<file path="src/rtl/fetch_unit.sv">
// IF stage plus IF/ID register: owns the PC, applies EX/ID redirects, halt and hazard stalls.
// Latency: inst at imem_addr_o appears on id_inst_o one edge later; stall_i holds IF/ID, pc_write_i holds PC.
module fetch_unit #(
   parameter logic [31:0] RESET_PC = 32'h0000_0000,
   parameter logic [31:0] NOP_INST = 32'h0000_0000,
   parameter int          CNT_W    = 32
) (
   input  logic             clk_i,
   input  logic             rst_i,
   output logic [31:0]      imem_addr_o,
   input  logic [31:0]      imem_inst_i,
   input  logic             pc_write_i,
   input  logic             stall_i,
   input  logic             id_redirect_i,
   input  logic [31:0]      id_target_i,
   input  logic             ex_mispredict_i,
   input  logic [31:0]      ex_correct_pc_i,
   input  logic             halt_i,
   output logic [31:0]      id_pc_o,
   output logic [31:0]      id_pc_plus4_o,
   output logic [31:0]      id_inst_o,
   output logic             id_valid_o,
   output logic [CNT_W-1:0] fetch_cnt_o,
   output logic [CNT_W-1:0] flush_cnt_o
);

   typedef enum logic [1:0] {BOOT, RUN, HALT} state_t;

   typedef struct packed {
      logic [31:0] pc;
      logic [31:0] pc_plus4;
      logic [31:0] inst;
      logic        valid;
   } ifid_t;

   state_t            state_q, state_d;
   logic [31:0]       pc_q, pc_d;
   ifid_t             ifid_q, ifid_d, ifid_bubble;
   logic              fetch_inc, flush_inc;
   logic [CNT_W-1:0]  fetch_cnt_q, flush_cnt_q;
   logic [31:0]       pc_plus4;
   logic [31:0]       ex_pc_aligned, id_pc_aligned;

   assign pc_plus4      = pc_q + 32'd4;
   assign ex_pc_aligned = ex_correct_pc_i & ~32'h3;
   assign id_pc_aligned = id_target_i & ~32'h3;

   // A bubble keeps the PC fields of the squashed slot; only inst/valid change.
   always_comb begin
      ifid_bubble       = ifid_q;
      ifid_bubble.inst  = NOP_INST;
      ifid_bubble.valid = 1'b0;
   end

   always_ff @(posedge clk_i or negedge rst_i) begin
      if (!rst_i) begin
         state_q     <= BOOT;
         pc_q        <= RESET_PC;
         ifid_q      <= '{pc: 32'h0, pc_plus4: 32'h0, inst: NOP_INST, valid: 1'b0};
         fetch_cnt_q <= '0;
         flush_cnt_q <= '0;
      end else begin
         state_q <= state_d;
         pc_q    <= pc_d;
         ifid_q  <= ifid_d;
         if (fetch_inc && (fetch_cnt_q != '1))
            fetch_cnt_q <= fetch_cnt_q + 1'b1;
         if (flush_inc && (flush_cnt_q != '1))
            flush_cnt_q <= flush_cnt_q + 1'b1;
      end
   end

   always_comb begin
      state_d = state_q;
      case (state_q)
         BOOT:    state_d = RUN;
         RUN: begin
            if (ex_mispredict_i)                  state_d = RUN;
            else if (id_redirect_i && !stall_i)   state_d = RUN;
            else if (halt_i)                      state_d = HALT;
         end
         HALT:    if (ex_mispredict_i) state_d = RUN;
         default: state_d = BOOT;
      endcase
   end

   always_comb begin
      pc_d      = pc_q;
      ifid_d    = ifid_q;
      fetch_inc = 1'b0;
      flush_inc = 1'b0;
      case (state_q)
         RUN: begin
            if (ex_mispredict_i) begin
               pc_d      = ex_pc_aligned;
               ifid_d    = ifid_bubble;
               flush_inc = 1'b1;
            end else if (id_redirect_i && !stall_i) begin
               pc_d      = id_pc_aligned;
               ifid_d    = ifid_bubble;
               flush_inc = 1'b1;
            end else if (halt_i) begin
               ifid_d    = ifid_bubble;
            end else begin
               if (pc_write_i)
                  pc_d = pc_plus4;
               if (!stall_i) begin
                  ifid_d    = '{pc: pc_q, pc_plus4: pc_plus4, inst: imem_inst_i, valid: 1'b1};
                  fetch_inc = 1'b1;
               end
            end
         end
         HALT: begin
            if (ex_mispredict_i) begin
               pc_d      = ex_pc_aligned;
               ifid_d    = ifid_bubble;
               flush_inc = 1'b1;
            end
         end
         default: ;
      endcase
   end

   assign imem_addr_o   = pc_q;
   assign id_pc_o       = ifid_q.pc;
   assign id_pc_plus4_o = ifid_q.pc_plus4;
   assign id_inst_o     = ifid_q.inst;
   assign id_valid_o    = ifid_q.valid;
   assign fetch_cnt_o   = fetch_cnt_q;
   assign flush_cnt_o   = flush_cnt_q;

endmodule

</file>
<file path="config.mk">
export PLATFORM = sky130hd
export DESIGN_NAME = fetch_unit
export DESIGN_NICKNAME = d
export VERILOG_FILES = /design/src/rtl/fetch_unit.sv
export SDC_FILE = /design/constraint.sdc
export NUM_CORES = 1
export LEC_CHECK = 0
export CAP_MARGIN = 10
export CORE_MARGIN = 5
export CORE_UTILIZATION = 30
export CTS_CLUSTER_DIAMETER = 50
export CTS_CLUSTER_SIZE = 16
export DETAILED_ROUTE_END_ITERATION = 8
export SLEW_MARGIN = 5
export SYNTH_ARGS = -nofsm -noshare
export SYNTH_HDL_FRONTEND = slang
export SYNTH_SLANG_ARGS = --single-unit
</file>
<file path="constraint.sdc">
create_clock -name clk_i -period 4.5 [get_ports clk_i]
set_clock_uncertainty 0.05 [all_clocks]
set_input_delay 1.35 -clock clk_i [delete_from_list [all_inputs] [get_ports clk_i]]
set_output_delay 1.35 -clock clk_i [all_outputs]
set_load 0.01 [all_outputs]
</file>
==> results of run 1 <==
==> where the power goes <==
group	leakage [uW]	switching (uW)	internal (uW)
Sequential	0.00246	574	2220
Combinational	0.00266	1310	1500
Clock	0.000288	747	806
Total	0.00541	2630	4530
==> state kept, by name, summed over array words and instances, names as in the netlist <==
signal / flops
id_pc_o: 31
fetch_cnt_o: 32
flush_cnt_o: 32
id_valid_o: 1
state_q: 2
id_inst_o: 32
id_pc_plus4_o: 30
imem_addr_o: 30
==> worst max path at each step <==
stage                          startpoint                            end
final                     ex_mispredict_i  id_pc_plus4_o[30]$_DFFE_PN0P_
after global routing      ex_mispredict_i  id_pc_plus4_o[16]$_DFFE_PN0P_
after CTS                 ex_mispredict_i  id_pc_plus4_o[17]$_DFFE_PN0P_
after detailed placement  ex_mispredict_i  id_pc_plus4_o[17]$_DFFE_PN0P_
after global placement    ex_mispredict_i   id_pc_plus4_o[6]$_DFFE_PN0P_
after floorplan             id_redirect_i    fetch_cnt_o[25]$_DFFE_PN0P_
==> cell usage after synthesis, types with 6 or more instances <==
master / instances / area (um^2)
sky130_fd_sc_hd__a21oi_1: 18 / 90.1
sky130_fd_sc_hd__a22o_1: 74 / 648
sky130_fd_sc_hd__a22oi_1: 7 / 52.6
sky130_fd_sc_hd__a31oi_1: 7 / 43.8
sky130_fd_sc_hd__and3_1: 16 / 100
sky130_fd_sc_hd__and4_1: 11 / 96.3
sky130_fd_sc_hd__buf_2: 10 / 50.1
sky130_fd_sc_hd__clkbuf_1: 39 / 146
sky130_fd_sc_hd__dfrtp_1: 190 / 4750
sky130_fd_sc_hd__ha_1: 7 / 87.6
sky130_fd_sc_hd__inv_1: 15 / 56.3
sky130_fd_sc_hd__mux2i_1: 6 / 60.1
sky130_fd_sc_hd__nand2_1: 85 / 319
sky130_fd_sc_hd__nand3_1: 45 / 225
sky130_fd_sc_hd__nand4_1: 34 / 213
sky130_fd_sc_hd__nor2_1: 48 / 180
sky130_fd_sc_hd__nor3_1: 19 / 95.1
sky130_fd_sc_hd__nor4_1: 10 / 62.6
sky130_fd_sc_hd__o21ai_0: 46 / 230
sky130_fd_sc_hd__xnor2_1: 56 / 490
sky130_fd_sc_hd__xor2_1: 29 / 254
==> metrics by stage <==
step	worst slack (ps)	hold WS [ps]	instances	utilization
floorplan	1460	449	866	-
global placement	671	410	1510	0.416
detailed placement	663	419	1510	0.416
CTS	1130	436	1542	0.436
global route	890	463	1544	0.437
finish	1110	434	1544	0.437
==> cells by family (layout without fill, tap and decap cells) <==
kind of cell | count (synthesis) | count (layout)
flip-flops | 190 | 190
other | 1 | 3
XOR/XNOR | 85 | 85
multiplexers | 9 | 9
AND/OR/NAND/NOR | 298 | 298
adder cells (fa/ha/maj) | 7 | 7
buffers and inverters | 72 | 359
AO/OA/AOI/OAI | 203 | 203
==> critical path, delay by kind of cell <==
family | cells | cell delay (ps)
AND/OR/NAND/NOR | 3 | 940
buffers and inverters | 4 | 1060
AO/OA/AOI/OAI | 1 | 230
==> layout make-up <==
cell class / instances / area (um^2) / area share
flip-flops and latches: 190 / 4750 / 0.367
multi-input cells: 604 / 3970 / 0.307
repair buffers: 312 / 3080 / 0.238
well taps: 390 / 488 / 0.0377
clock buffers: 19 / 443 / 0.0342
clock inverters: 13 / 150 / 0.0116
inverters: 15 / 56.3 / 0.00435
diodes: 1 / 2.50 / 0.000193
==> layer usage <==
metal / global-route usage / routed length [um]
met5: 0 / 11
met4: 0.0387 / 344
met3: 0.0506 / 2310
met2: 0.285 / 13900
met1: 0.246 / 13900
==> results by group, run 1 <==
Placement
  – Input/output buffers: 289
  – Cell area after placement: 0.0123 mm^2
  – Final GP Congestion: 0.810
  – HPWL after detailed placement: 22300 um

Finish
  – Highest-count cells in the layout ignoring fill and taps: sky130_fd_sc_hd__clkdlybuf4s50_1 (288), sky130_fd_sc_hd__dfrtp_1 (190), sky130_fd_sc_hd__nand2_1 (85), sky130_fd_sc_hd__a22o_1 (74), sky130_fd_sc_hd__xnor2_1 (56)
  – Fraction of layout cells with a size suffix above 1: 0.0598
  – Final cell area excluding filler cells: 0.0129 mm^2
  – Nets: 1250
  – Commonest non-fill, non-tap cell in the layout: sky130_fd_sc_hd__clkdlybuf4s50_1
  – Area overhead of the layout relative to synthesis: 43.7%
  – Layout fillers: 2886

Critical path
  – Cell repeated most along the worst path: sky130_fd_sc_hd__buf_4
  – Endpoint of the lowest-slack register-to-register path: fetch_cnt_o[24]$_DFFE_PN0P_
  – Reg2reg setup slack: 1760 ps
  – Worst-path cell chain: clkdlybuf4s50_1, buf_4, nor2_1, buf_4, nand2_1, buf_4, or3_1, o21ai_0
  – Crit start category: input port
  – Critical Path Sink Type: flip-flop
  – Required time reported for the critical path endpoint: 4710 ps
  – Critical Path Fanout Max: 26
  – Critical R2R Launch: state_q[1]$_DFFE_PN0P_
  – Worst setup path class: in2reg
  – Cell with the biggest individual delay on the critical path: sky130_fd_sc_hd__or3_1
  – Data arrival time of the critical path: 3600 ps
  – Worst r2r path cells: 7
  – Stage delay of the slowest cell on the critical path: 820 ps

Clocking
  – CTS sink cnt: 190
  – CTS Buf Count: 17
  – Resize count post-CTS: 0
  – Clk_lat worst skew: 430 ps
  – TritonCTS clock tree: built
  – Buffers inserted during post-CTS setup optimization: 0
  – Hold buffers post-CTS: 0
  – Maximum clock insertion buffer count: 2
  – Maximum level of the CTS H-tree: 4
  – Master cell of the clock root buffer: sky130_fd_sc_hd__clkbuf_16
  – Clock transition at the registers of the reported paths: 80 ps

Power and ir drop
  – Worst voltage drop across the vdd grid: 288 uV
  – Sum of internal, switching and leakage power: 7160 uW
  – Reported leakage power: 0.00541 uW
  – Power density over the cells: 553 mW/mm^2

Yosys
  – FF+latch count, synth: 190
  – Post-Syn Instances: 865
  – Synth cell types: 63
  – Primary FF master, synth: sky130_fd_sc_hd__dfrtp_1
  – Combinational family with the most area after synthesis: simple AND/OR/NAND/NOR gates
  – Sequential-to-total area share from yosys stat: 0.528
  – Share of flip-flops with an asynchronous set or reset: 1.00
  – Simple-gate share of the synthesized area: 0.169
  – Total standard cell area after synthesis: 0.00901 mm^2
  – XOR/XNOR share of the synthesized area: 0.0826
  – Compound-cell area share of the yosys netlist: 0.166
  – Count of flip-flops with a built-in enable after synthesis: 0
  – Post-synthesis mux area share: 0.0104
  – Yosys warning total: 0
  – Mean area per synthesized cell: 10.4 um^2
  – Adder-cell area share of the yosys netlist: 0.00972

STA
  – Max frequency: 0.295 GHz
  – Number of failing hold endpoints at the final stage: 0
  – Final critical delay including setup and external delays: 3390 ps
  – Setup TNS after final layout: 0 ps
  – Unrepaired setup endpoints after global routing: no
  – Total count of max-transition violations in the final report: 0
  – Transition at the pin with the smallest max-transition slack: 1010 ps
  – Final setup violating endpoints: 0
  – Post-route clock period utilization: 0.753
  – Worst slew margin relative to its limit: 0.326

Route
  – Number of detailed-routing iterations run before antenna repair: 5
  – Routed wirelength normalized by instance count: 19.8 um
  – DRT Wirelength: 30500 um
  – Number of antenna-violating nets in the routed design: 0
  – DRC violation total after the first TritonRoute iteration: 425
  – Total number of vias: 7923
  – Detail-routed via count per cell: 5.13
  – Remaining DRCs: 0

Global routing
  – Via count of the first global-routing pass: 8122
  – Overall routing resource usage: 0.179
  – First-pass GRT wire length: 47800 um
  – Pin count of the biggest net entering global routing: 65
  – Gr ovfl total: 0
  – Initial antenna violation count: 3

Floorplanning
  – Area of the core: 0.0296 mm^2
  – Cell row count: 63
  – DIE HEIGHT: 183 um
  – Effective utilization at floorplan: 0.304
  – Overall die area: 0.0336 mm^2
  – Count of boundary I/O pins: 296
  – Die width: 183 um

Worst hold path
  – Cells on Worst Hold Path: 2
  – Type of the worst min-delay path: reg2reg
  – Startpoint of the tightest hold check path: id_pc_plus4_o[18]$_DFFE_PN0P_
  – Hold Crit Endpoint: id_pc_plus4_o[18]$_DFFE_PN0P_

Status
  – Status: complete, no violations

Run
  – Count of maximum capacitance violations: 0
Power figures use the tool's default switching activity.
==> run 2, diff against run 1 <==
Clock period 4.5 ns to 3.4 ns, I/O delays scaled along.
==> run 2 against run 1 <==
  * Hold slack lost 5.1 ps
  * Routed wire length rose by 0.14%
  * Clock-buffer cell count down 1
  * Via count up 0.85%
  * Largest power group unchanged
  * Non-clock buffer count is 6 higher
  * Sequential share of layout area down 0.33 points
  * Final cell count rose by 0.52%
  * Utilization up 0.40 points
  * Critical path type unchanged
  * First-iteration DRC count rose by 9.9%
  * Largest cell class unchanged
  * Worst setup slack got worse by 650 ps
  * Die area stayed put
==> results by group, run 2 (synthesis gave the netlist of run 1 again) <==
Critical path
  – Worst setup path class: in2reg
  – Critical Path Sink Type: flip-flop
  – Data arrival time of the critical path: 3230 ps (-370 ps)
  – Start point of the critical path: ex_mispredict_i
  – Critical Path Fanout Max: 37 (+42%)
  – Critical R2R Launch: imem_addr_o[5]$_DFFE_PN0P_
  – Required time reported for the critical path endpoint: 3690 ps (-1020 ps)
  – Crit start category: input port

Clocking
  – Clk_lat worst skew: 430 ps (about the same)
  – Maximum level of the CTS H-tree: 4 (unchanged)
  – TritonCTS clock tree: built
  – Maximum clock insertion buffer count: 2 (unchanged)
  – Hold buffers post-CTS: 0 (unchanged)
  – Clock transition at the registers of the reported paths: 80 ps (about the same)
  – Master cell of the clock root buffer: sky130_fd_sc_hd__clkbuf_16
  – Resize count post-CTS: 0 (unchanged)
  – CTS Buf Count: 17 (unchanged)
  – Buffers inserted during post-CTS setup optimization: 0 (unchanged)
  – CTS sink cnt: 190 (unchanged)

STA
  – Max frequency: 0.340 GHz
  – Final setup violating endpoints: 0 (unchanged)
  – Setup TNS after final layout: 0 ps (unchanged)
  – Worst Hold Margin: 428 ps (-5.13 ps)
  – Unrepaired setup endpoints after global routing: no
  – Total count of max-transition violations in the final report: 0 (unchanged)
  – Post-route clock period utilization: 0.864
  – Worst slew margin relative to its limit: 0.437 (+0.111)
  – Number of failing hold endpoints at the final stage: 0 (unchanged)
  – Final critical delay including setup and external delays: 2940 ps
  – Transition at the pin with the smallest max-transition slack: 837 ps (-173 ps)

Placement
  – HPWL after detailed placement: 22200 um (-0.62%)
  – Final GP Congestion: 0.807 (-0.37%)
  – Input/output buffers: 289 (unchanged)
  – Cell area after placement: 0.0124 mm^2 (+0.83%)

Global routing
  – First-pass GRT wire length: 47400 um (-0.85%)
  – Gr ovfl total: 0 (unchanged)
  – Overall routing resource usage: 0.178 (-0.00151)
  – Via count of the first global-routing pass: 8011 (-1.4%)
  – Initial antenna violation count: 5 (+2)
  – Pin count of the biggest net entering global routing: 69 (+6.2%)

Finish
  – Fraction of layout cells with a size suffix above 1: 0.0656 (+0.00573)
  – Nets: 1256 (+0.48%)
  – Footprint of the multi-input gates: 0.00397 mm^2 (unchanged)
  – Highest-count cells in the layout ignoring fill and taps: sky130_fd_sc_hd__clkdlybuf4s50_1 (288), sky130_fd_sc_hd__dfrtp_1 (190), sky130_fd_sc_hd__nand2_1 (85), sky130_fd_sc_hd__a22o_1 (74), sky130_fd_sc_hd__xnor2_1 (56)
  – Layout fillers: 2860 (-0.90%)
  – Area overhead of the layout relative to synthesis: 45.0%
  – Area taken by flip-flops and latches: 0.00475 mm^2 (unchanged)
  – Commonest non-fill, non-tap cell in the layout: sky130_fd_sc_hd__clkdlybuf4s50_1
  – Final cell area excluding filler cells: 0.0131 mm^2 (+0.92%)

Floorplanning
  – Area of the core: 0.0296 mm^2 (unchanged)
  – Cell row count: 63 (unchanged)
  – DIE HEIGHT: 183 um (unchanged)
  – Overall die area: 0.0336 mm^2 (unchanged)
  – Count of boundary I/O pins: 296 (unchanged)
  – Effective utilization at floorplan: 0.304 (unchanged)
  – Die width: 183 um (unchanged)

Worst hold path
  – Startpoint of the tightest hold check path: id_pc_plus4_o[20]$_DFFE_PN0P_
  – Type of the worst min-delay path: reg2reg

Route
  – Remaining DRCs: 0 (unchanged)
  – Routed wirelength normalized by instance count: 19.7 um (-0.37%)
  – Number of antenna-violating nets in the routed design: 0 (unchanged)
  – Detail-routed via count per cell: 5.15 (+0.33%)
  – Number of detailed-routing iterations run before antenna repair: 6 (+1)
  – Total number of vias: 7990 (+0.85%)
  – DRT Wirelength: 30600 um (+0.14%)
  – DRC violation total after the first TritonRoute iteration: 467 (+9.9%)

Power and ir drop
  – Reported leakage power: 0.00546 uW (+1.1%)
  – Power density over the cells: 736 mW/mm^2 (+33%)
  – Worst voltage drop across the vdd grid: 301 uV (+4.6%)

Status
  – Status: complete, no violations

Run
  – Count of maximum capacitance violations: 0 (unchanged)
==> run 2: final timing paths <==
path | endpoint | slack, ps | cells after the start
setup / recovery | imem_addr_o[26]$_DFFE_PN0P_ | 460 | 8
hold / removal | id_pc_plus4_o[20]$_DFFE_PN0P_ | 430 | 2
setup reg to reg | imem_addr_o[24]$_DFFE_PN0P_ | 760 | 5
hold reg to reg | id_pc_plus4_o[20]$_DFFE_PN0P_ | 430 | 2
max in group asynchronous | flush_cnt_o[20]$_DFFE_PN0P_ | 2020 | 2
min in group asynchronous | id_pc_plus4_o[24]$_DFFE_PN0P_ | 510 | 1
==> run 2: stage by stage <==
step | instances | utilization | total power [uW] | setup slack [ps]
final | 1552 | 0.441 | 9620 | 462
after global routing | 1552 | 0.441 | 10200 | 271
after CTS | 1549 | 0.440 | 9740 | 482
after detailed placement | 1517 | 0.420 | 7580 | 46.4
after global placement | 1517 | 0.420 | 7540 | 139
after floorplan | 866 | - | 5280 | 692
==> run 2: report_power, final <==
| group | leakage (uW) | internal, uW | total, uW | switching (uW) |
|---|---|---|---|---|
| sequential | 0.00246 | 2940 | 3670 | 731 |
| clock | 0.000300 | 1080 | 2110 | 1030 |
| combinational | 0.00271 | 2050 | 3840 | 1790 |
==> run 2: layout make-up <==
class                      count  area share
multi-input combinational    604       0.304
tap                          390      0.0374
inverter                      15     0.00431
clock inverter                14      0.0130
antenna                        3    0.000575
clock buffer                  18      0.0336
sequential                   190       0.364
timing repair buffer         318       0.243
==> run 2: routing by layer <==
layer | GRT usage | part of all wire | vias up
li1 | - | - | 3732
met2 | 0.272 | 0.45 | 308
met1 | 0.244 | 0.45 | 3909
met4 | 0.0483 | 0.020 | 4
met5 | 0 | 0.0010 | -
met3 | 0.0571 | 0.081 | 37
==> run 2: worst max-delay path: stages <==
cell and delay [ps]:
sky130_fd_sc_hd__clkdlybuf4s50_1 410, sky130_fd_sc_hd__buf_4 280, sky130_fd_sc_hd__o41ai_1 550, sky130_fd_sc_hd__buf_4 220, sky130_fd_sc_hd__nand2b_1 170, sky130_fd_sc_hd__buf_12 190, sky130_fd_sc_hd__a221oi_1 80, sky130_fd_sc_hd__a211oi_1 280
==> run 3, diff against run 2 <==
--- a/config.mk
+++ b/config.mk
@@ -8,3 +8,3 @@
 export CAP_MARGIN = 10
-export CORE_MARGIN = 5
+export CORE_MARGIN = 4
 export CORE_UTILIZATION = 30
==> constraint.sdc (replaced) <==
create_clock -name clk_i -period 3.4 [get_ports clk_i]
set_clock_uncertainty 0.05 [all_clocks]
set_input_delay 0.85 -clock clk_i [delete_from_list [all_inputs] [get_ports clk_i]]
set_output_delay 0.85 -clock clk_i [all_outputs]
set_load 0.01 [all_outputs]
==> run 3 against run 2 <==
  * Final cell count is 0.19% lower
  * Largest cell class unchanged
  * Hold slack got worse by 48 ps
  * Clock-buffer cell count did not move
  * Sequential share of layout area up 0.070 points
  * Register-to-register slack barely moved
  * Utilization is 0.084 points lower
==> results by group, run 3 (synthesis gave the netlist of run 1 again) <==
Floorplanning
  – Cell row count: 63 (unchanged)
  – Area of the core: 0.0296 mm^2 (unchanged)
  – DIE HEIGHT: 181 um (-1.1%)
  – Die width: 181 um (-1.1%)
  – Effective utilization at floorplan: 0.304 (unchanged)
  – Count of boundary I/O pins: 296 (unchanged)
  – Overall die area: 0.0329 mm^2 (-2.2%)

Route
  – DRT Wirelength: 30300 um (-0.71%)
  – Routed wirelength normalized by instance count: 19.6 um (-0.52%)
  – Total number of vias: 7930 (-0.75%)
  – Remaining DRCs: 0 (unchanged)
  – Detail-routed via count per cell: 5.12 (-0.56%)
  – Number of antenna-violating nets in the routed design: 0 (unchanged)
  – Number of detailed-routing iterations run before antenna repair: 5 (-1)
  – DRC violation total after the first TritonRoute iteration: 522 (+12%)

STA
  – Transition at the pin with the smallest max-transition slack: 784 ps (-53.4 ps)
  – Number of failing hold endpoints at the final stage: 0 (unchanged)
  – Final critical delay including setup and external delays: 2670 ps (-265 ps)
  – Total count of max-transition violations in the final report: 0 (unchanged)
  – Final setup violating endpoints: 0 (unchanged)
  – Worst slew margin relative to its limit: 0.473 (+0.0359)
  – Worst Hold Margin: 380 ps (-48.1 ps)
  – Setup TNS after final layout: 0 ps (unchanged)
  – Unrepaired setup endpoints after global routing: no
  – Post-route clock period utilization: 0.786 (-0.0779)
  – Max frequency: 0.374 GHz (+9.9%)

Critical path
  – Worst setup path class: in2reg
  – Data arrival time of the critical path: 2940 ps (-290 ps)
  – Critical Path Sink Type: flip-flop
  – Reg2reg setup slack: 770 ps (about the same)
  – Worst r2r path cells: 7 (+2)
  – Worst-path cell chain: clkdlybuf4s50_1, or4b_1, nand2b_2, a2111oi_4, nand3_1, xnor2_1
  – Endpoint of the lowest-slack register-to-register path: imem_addr_o[17]$_DFFE_PN0P_
  – Critical R2R Launch: state_q[1]$_DFFE_PN0P_
  – Crit start category: input port
  – Stage delay of the slowest cell on the critical path: 530 ps (-20 ps)
  – Critical Path Fanout Max: 7 (-81%)
  – Required time reported for the critical path endpoint: 3670 ps (-20 ps)
  – Cell with the biggest individual delay on the critical path: sky130_fd_sc_hd__or4b_1

Status
  – Status: complete, no violations

Finish
  – Final antenna diode count: 0 (-3)
  – Highest-count cells in the layout ignoring fill and taps: sky130_fd_sc_hd__clkdlybuf4s50_1 (288), sky130_fd_sc_hd__dfrtp_1 (190), sky130_fd_sc_hd__nand2_1 (85), sky130_fd_sc_hd__a22o_1 (74), sky130_fd_sc_hd__xnor2_1 (56)
  – Area overhead of the layout relative to synthesis: 44.7%
  – Commonest non-fill, non-tap cell in the layout: sky130_fd_sc_hd__clkdlybuf4s50_1
  – Nets: 1257 (+0.080%)
  – Fraction of layout cells with a size suffix above 1: 0.0656 (unchanged)
  – Post-Route Utilization: 0.440 (-0.000844)
  – Layout fillers: 2841 (-0.66%)

Global routing
  – Initial antenna violation count: 0 (-5)
  – First-pass GRT wire length: 47400 um (+0.13%)
  – Overall routing resource usage: 0.180 (+0.00185)
  – Pin count of the biggest net entering global routing: 71 (+2.9%)
  – Via count of the first global-routing pass: 7941 (-0.87%)
  – Gr ovfl total: 0 (unchanged)

Clocking
  – Buffers inserted during post-CTS setup optimization: 0 (unchanged)
  – Maximum level of the CTS H-tree: 4 (unchanged)
  – Clk_lat worst skew: 430 ps (about the same)
  – Clock transition at the registers of the reported paths: 80 ps (about the same)
  – TritonCTS clock tree: built
  – Master cell of the clock root buffer: sky130_fd_sc_hd__clkbuf_16
  – Maximum clock insertion buffer count: 2 (unchanged)
  – CTS Buf Count: 17 (unchanged)
  – Hold buffers post-CTS: 0 (unchanged)
  – CTS sink cnt: 190 (unchanged)
  – Resize count post-CTS: 0 (unchanged)

Worst hold path
  – Type of the worst min-delay path: in2async

Placement
  – Final GP Congestion: 0.799 (-0.95%)
  – Input/output buffers: 289 (unchanged)
  – HPWL after detailed placement: 21900 um (-1.3%)

Power and ir drop
  – Power density over the cells: 734 mW/mm^2 (-0.34%)
  – Worst voltage drop across the vdd grid: 318 uV (+5.5%)
  – Reported leakage power: 0.00545 uW (-0.30%)

Run
  – Count of maximum capacitance violations: 0 (unchanged)
run 3: changes by cell type in the layout (fill, tap and decap cells not counted), sizes merged:
cell	delta
inv	-2
clkinvlp	+2
clkinv	-1
buf	+1
diode	-3
run 3: worst max path at each step:
stage / from / to / slack (ps) / cells past startpoint
3_3_place_gp: stall_i / fetch_cnt_o[25]$_DFFE_PN0P_ / 280 / 6
6_report: stall_i / fetch_cnt_o[21]$_DFFE_PN0P_ / 730 / 6
4_1_cts: stall_i / fetch_cnt_o[25]$_DFFE_PN0P_ / 720 / 6
3_5_place_dp: stall_i / fetch_cnt_o[25]$_DFFE_PN0P_ / 250 / 6
2_1_floorplan: id_redirect_i / fetch_cnt_o[25]$_DFFE_PN0P_ / 860 / 6
5_1_grt: flush_cnt_o[0]$_DFFE_PN0P_ / flush_cnt_o[28]$_DFFE_PN0P_ / 540 / 6
run 3: critical path, delay by kind of cell:
family / cells / cell delay (ps)
buffers and inverters: 1 / 450
and+or+nand+nor: 3 / 960
xor gates and xnor gates: 1 / 170
AOI/OAI and AO/OA: 1 / 510
run 3: power breakdown:
group | total (uW) | internal (uW) | leakage (uW) | switching, uW
logic | 3840 | 2040 | 0.00271 | 1790
clock network | 2070 | 1060 | 0.000284 | 1000
registers | 3660 | 2940 | 0.00246 | 724
run 3: metrics by stage:
step	total power [uW]	setup slack [ps]	cells	area, um^2
final	9560	727	1549	13000
after global routing	10200	542	1549	13000
after CTS	9680	722	1549	13000
after detailed placement	7570	255	1518	12400
after global placement	7530	283	1518	12400
after floorplan	5280	862	866	9010
run 3: area by class of cell:
class / count / area, um^2 / share of cell area
clock buffer: 18 / 439 / 0.0337
inverter: 15 / 56.3 / 0.00432
sequential: 190 / 4750 / 0.365
multi-input combinational: 604 / 3980 / 0.305
clock inverter: 13 / 150 / 0.0115
tap: 390 / 488 / 0.0374
timing repair buffer: 319 / 3170 / 0.243
run 3: per-layer routing:
layer | vias up | wire (um) | part of all wire | global-route usage
met5 | - | 0 | 0 | 0
met4 | 0 | 539 | 0.018 | 0.0510
met3 | 32 | 2310 | 0.076 | 0.0505
met2 | 282 | 13700 | 0.45 | 0.277
met1 | 3898 | 13800 | 0.45 | 0.249
li1 | 3718 | - | - | -
